==> config.mk <==
export PLATFORM = sky130hd
export DESIGN_NAME = uart_rx_fifo
export DESIGN_NICKNAME = d
export VERILOG_FILES = /design/src/rtl/uart_rx_fifo.sv
export SDC_FILE = /design/constraint.sdc
export NUM_CORES = 1
export LEC_CHECK = 0
export BUFFER_PORTS_ARGS = -buffer_cell sky130_fd_sc_hd__clkbuf_2
export CORE_UTILIZATION = 48
export DETAILED_ROUTE_END_ITERATION = 12
export SLEW_MARGIN = 40
export SYNTH_ARGS = -nofsm -noshare
export SYNTH_HDL_FRONTEND = slang
export SYNTH_SLANG_ARGS = --single-unit
==> constraint.sdc <==
create_clock -name clk -period 3.7 [get_ports clk]
set_input_delay 0.74 -clock clk [delete_from_list [all_inputs] [get_ports clk]]
set_output_delay 0.74 -clock clk [all_outputs]
set_load 0.1 [all_outputs]
==> src/rtl/uart_rx_fifo.sv <==
// uart_rx_fifo: circular receive buffer behind a UART receiver, with occupancy and sticky overflow.
// Define UART_RX_FIFO_FWFT_EN for first-word-fall-through reads; otherwise reads are registered.
module uart_rx_fifo #(
    parameter int WORD_LENGTH = 8,
    parameter int DEPTH       = 16,
    parameter int ADDR_W      = $clog2(DEPTH)
) (
    input  logic                   clk,
    input  logic                   reset,
    input  logic [WORD_LENGTH-1:0] rx_data,
    input  logic                   rx_ready,
    input  logic                   rd_en,
    input  logic                   ovf_clr,
    output logic [WORD_LENGTH-1:0] rd_data,
    output logic                   rd_valid,
    output logic [ADDR_W:0]        count,
    output logic                   empty,
    output logic                   full,
    output logic                   overflow
);
    logic [WORD_LENGTH-1:0] mem [DEPTH];
    logic [ADDR_W-1:0]      wr_ptr, rd_ptr;
    logic [ADDR_W:0]        count_next;
    logic                   push, pop, drop;

    // A pop frees a slot, so a push into a full buffer is still accepted in the same cycle
    always_comb begin
        pop        = rd_en && !empty;
        push       = rx_ready && (!full || pop);
        drop       = rx_ready && full && !pop;
        count_next = count + (ADDR_W+1)'(push) - (ADDR_W+1)'(pop);
    end

    always_ff @(posedge clk)
        if (push) mem[wr_ptr] <= rx_data;

    always_ff @(posedge clk) begin
        if (reset) begin
            wr_ptr   <= '0;
            rd_ptr   <= '0;
            count    <= '0;
            empty    <= 1'b1;
            full     <= 1'b0;
            overflow <= 1'b0;
        end else begin
            if (push) wr_ptr <= wr_ptr + 1'b1;
            if (pop) rd_ptr <= rd_ptr + 1'b1;
            count    <= count_next;
            empty    <= count_next == '0;
            full     <= count_next == (ADDR_W+1)'(DEPTH);
            overflow <= drop ? 1'b1 : ovf_clr ? 1'b0 : overflow;
        end
    end

`ifdef UART_RX_FIFO_FWFT_EN
    assign rd_valid = !empty;
    assign rd_data  = empty ? '0 : mem[rd_ptr];
`else
    always_ff @(posedge clk) begin
        if (reset) begin
            rd_valid <= 1'b0;
            rd_data  <= '0;
        end else begin
            rd_valid <= pop;
            if (pop) rd_data <= mem[rd_ptr];
        end
    end
`endif
endmodule

==> results.txt <==
The hold-fix buffer count after cts is 0, and the arrival time of the worst setup path is 3140 ps. The clock group share of total power is 0.346, and the power density over cell area is 660 nW/um2. For the final routed database, the setup TNS stands at 0 ps. Overall power consumption after layout is estimated at 4.65 mW. The first global-routing pass estimated 18.5 mm of wire. The count of buffers added on input and output ports is 29.

The CTS clock-pin slew for the worst setup and hold paths is 60 ps, and the number of antenna violations at the first check in global routing is 0. The repair_antennas step left the layout with diodes totalling 0. Clock latency on the worst-skew pair, taken at its later pin, is 420 ps. For this design the static power due to leakage is 2.31 nW.

Setup repair after global routing left no endpoint under its margin. The area share of the largest cell type after synthesis came out at 0.629. The number of register bits inferred by synthesis was 153. The tools report the number of placement rows as 40. The residual antenna-violating net count after detailed routing was 0. The remaining max-slew budget at the tightest pin was 0.452. The number of global-route vias before repair was 3302. The distinct cell type count after synthesis came out at 39.

The worst min-delay path category was reg2reg. The run finished with clean final reports. The global router's overall resource usage was 0.199. In this run the number of H-tree levels came out at 4. In the routed design, unresolved DRC markers number 0. The run gives 0.217 as the relative contribution of combinational cells to total power. Startpoint class of the critical path: an input port. Each instance of the synthesized netlist takes up on average 15.5 um2.

Once the clock tree was built, the resizer swapped 0 gates to a different size. In the synthesized netlist, the number of instances is 394. The number of nets in the final layout is 460. The register share of total power is 0.437, and the number of placed instances, taps included is 585. TritonCTS built the clock tree. The run gives 4 as the iteration count of the initial detailed-routing pass. The logs give 0 for the residual overflow from global routing and 6480 um2 for the cell area after placement. The detailed router's first-iteration violation count is 257, and the post-placement worst setup slack is 422 ps.

Excluding fillers, the count of instances in the completed layout stands at 617. By area the synthesized netlist is led by sky130_fd_sc_hd__edfxtp_1, sky130_fd_sc_hd__mux2i_1, sky130_fd_sc_hd__dfxtp_1, sky130_fd_sc_hd__a22oi_1, sky130_fd_sc_hd__ha_1. Across the routed clock network, the largest skew measured is 3.82 ps. The fraction of power spent switching nets was 0.303. The run gives 355 MHz as the top achievable clock speed. The routed wirelength normalized by instance count is 19.1 um, and the vertical die dimension is 115 um. At the pin with the least slew margin, the transition time is 821 ps.

The number of nets handed over by synthesis was 418. The run gives 0 as the max-capacitance violation count. The post-route fraction of the period consumed by the critical path is 0.762, and the mean number of vias per cell is 5.32. The run gives 3283 as the overall via count from detail_route. The count of buffers added by post-CTS timing repair for setup is 0. The final hold violation count was 0. In this run the worst path has a maximum fanout of 7.

The analysis attributes to net switching a power of 1.41 mW. The detailed placer's ending HPWL is 7.48 mm. The required time at the worst-slack endpoint is 4020 ps, and the final setup violation count is 0. The clock buffer count from CTS came out at 17.

Routability-driven placement finished with a final weighted congestion of 0.691. The minimum clock period after layout was 2820 ps; the buffer depth of the longest clock path was 2. The post-route cell area is 7040 um2. Of all cell types, the one taking the most synthesized area is sky130_fd_sc_hd__edfxtp_1. The tools report the clock tree root driver cell as sky130_fd_sc_hd__clkbuf_16.

The critical path is of the in2reg type. The smallest setup slack after layout is 881 ps, and the total count of max-transition violations in the final report is 0. The maximum vdd drop was 0.000610 V; the sequential area share after synthesis was 0.711. The share of cells above drive strength 1 is 0.194. Entering global routing, the biggest net connects 47 pins.

The sort of element at the end of the critical path is a flip-flop. For this block, the routed nets add up to 11.8 mm of wire. The width of the die was 115 um; the internal power was 3.24 mW. For the number of sinks handled by clock tree synthesis, the log shows 153. From synthesis to final layout, the design area changed by 15.3%. The starting density of the core is 0.500, and the Yosys warning count is 0. In this run the count of I/O pins placed on the die edge is 30.

The floorplan step defined a die boundary enclosing 13200 um2. The area of the core was 12200 um2. Summing every instance area after synthesis gives 6110 um2.
cells in the mapped netlist, drive strengths merged:
cell type and count:
or3 1, edfxtp 128, mux2 1, dfxtp 25, inv 11, fa 1
nor3 5, nand3 21, o211ai 2, nor2b 5, nor3b 2, a32oi 2
a41o 1, clkbuf 3, a21oi 3, clkinv 1, a21o 1, a22oi 28
xnor2 4, nor2 25, mux2i 59, nand2b 4, o21a 1, mux4 3
or3b 1, nand2 18, a2111oi 1, ha 10, nand4 1, a21boi 1
and2 1, and3 1, o21ai 1, xor2 6, buf 16
registers in the layout, indices dropped and copies added, names as in the netlist:
| name | cells |
|---|---|
| mem | 128 |
| rd_data | 8 |
| count | 5 |
| rd_ptr | 4 |
| wr_ptr | 4 |
| empty | 1 |
| full | 1 |
| overflow | 1 |
| rd_valid | 1 |
logic make-up (layout without fill, tap and decap cells):
| kind of cell | after synthesis | in the layout | synth area share |
|---|---|---|---|
| buffers and inverters | 31 | 86 | 0.0223 |
| XOR/XNOR | 10 | 10 | 0.0143 |
| flip-flops | 153 | 153 | 0.711 |
| AND/OR/NAND/NOR | 85 | 85 | 0.0666 |
| AO/OA/AOI/OAI | 41 | 41 | 0.0524 |
| adder cells (fa/ha/maj) | 11 | 11 | 0.0238 |
| multiplexers | 63 | 63 | 0.110 |
area by class of cell:
| type | instances | area (um2) |
|---|---|---|
| Clock buffer | 22 | 444 |
| Clock inverter | 10 | 103 |
| Fill cell | 1005 | 5170 |
| Inverter | 12 | 45.0 |
| Multi-Input combinational cell | 210 | 1650 |
| Sequential cell | 153 | 4350 |
| Tap cell | 168 | 210 |
| Timing Repair Buffer | 42 | 243 |
placed cells by master (no fill, tap or decap), types with 5 or more instances in the layout:
master / netlist / layout
sky130_fd_sc_hd__a22oi_1: 28 / 28
sky130_fd_sc_hd__buf_4: 1 / 13
sky130_fd_sc_hd__clkbuf_1: 3 / 5
sky130_fd_sc_hd__clkbuf_16: 0 / 17
sky130_fd_sc_hd__clkbuf_2: 0 / 29
sky130_fd_sc_hd__dfxtp_1: 25 / 24
sky130_fd_sc_hd__edfxtp_1: 128 / 128
sky130_fd_sc_hd__ha_1: 10 / 10
sky130_fd_sc_hd__inv_1: 11 / 11
sky130_fd_sc_hd__mux2i_1: 59 / 59
sky130_fd_sc_hd__nand2_1: 18 / 18
sky130_fd_sc_hd__nand3_1: 21 / 21
sky130_fd_sc_hd__nor2_1: 25 / 18
sky130_fd_sc_hd__nor2_2: 0 / 7
sky130_fd_sc_hd__nor3_1: 5 / 5
sky130_fd_sc_hd__xor2_1: 6 / 6
worst max-delay path, cell delays in order:
cell	delay, ps
sky130_fd_sc_hd__clkbuf_2	80
sky130_fd_sc_hd__nand2b_1	170
sky130_fd_sc_hd__a21boi_2	210
sky130_fd_sc_hd__inv_1	50
sky130_fd_sc_hd__ha_1	280
sky130_fd_sc_hd__inv_1	60
sky130_fd_sc_hd__ha_1	150
sky130_fd_sc_hd__inv_1	50
sky130_fd_sc_hd__fa_1	390
sky130_fd_sc_hd__xnor2_1	160
sky130_fd_sc_hd__or3b_2	470
sky130_fd_sc_hd__a2111oi_2	320
worst paths after layout:
kind	end	start	slack [ps]	depth (start not counted)
worst max-delay path	full$_SDFF_PP0_	rd_en	880	12
worst min-delay path	rd_data[2]$_SDFFE_PP0P_	rd_data[2]$_SDFFE_PP0P_	460	2
worst max register to register	full$_SDFF_PP0_	empty$_SDFF_PP1_	890	11
worst min register to register	rd_data[2]$_SDFFE_PP0P_	rd_data[2]$_SDFFE_PP0P_	460	2
power by group through the flow:
stage / Sequential (mW) / Clock [mW] / Combinational (mW)
after floorplan: 2.40 / 0 / 0.454
after global placement: 2.07 / 0 / 1.00
after detailed placement: 2.07 / 0 / 1.02
after CTS: 2.03 / 1.63 / 1.02
after global routing: 2.04 / 1.71 / 1.09
final: 2.03 / 1.61 / 1.01
metrics by stage:
step	utilization	hold slack, ps
6_report	0.577	457
5_1_grt	0.577	481
4_1_cts	0.576	464
3_5_place_dp	0.531	451
3_3_place_gp	0.530	442
2_1_floorplan	-	492
per-layer routing:
| metal | global-route usage | vias to the layer above | wire, um |
|---|---|---|---|
| li1 | - | 1578 | - |
| met1 | 0.268 | 1631 | 5570 |
| met2 | 0.315 | 57 | 5600 |
| met3 | 0.0448 | 17 | 426 |
| met4 | 0.0840 | 0 | 190 |
| met5 | 0 | - | 0 |
(Power assumes the default switching activity.)
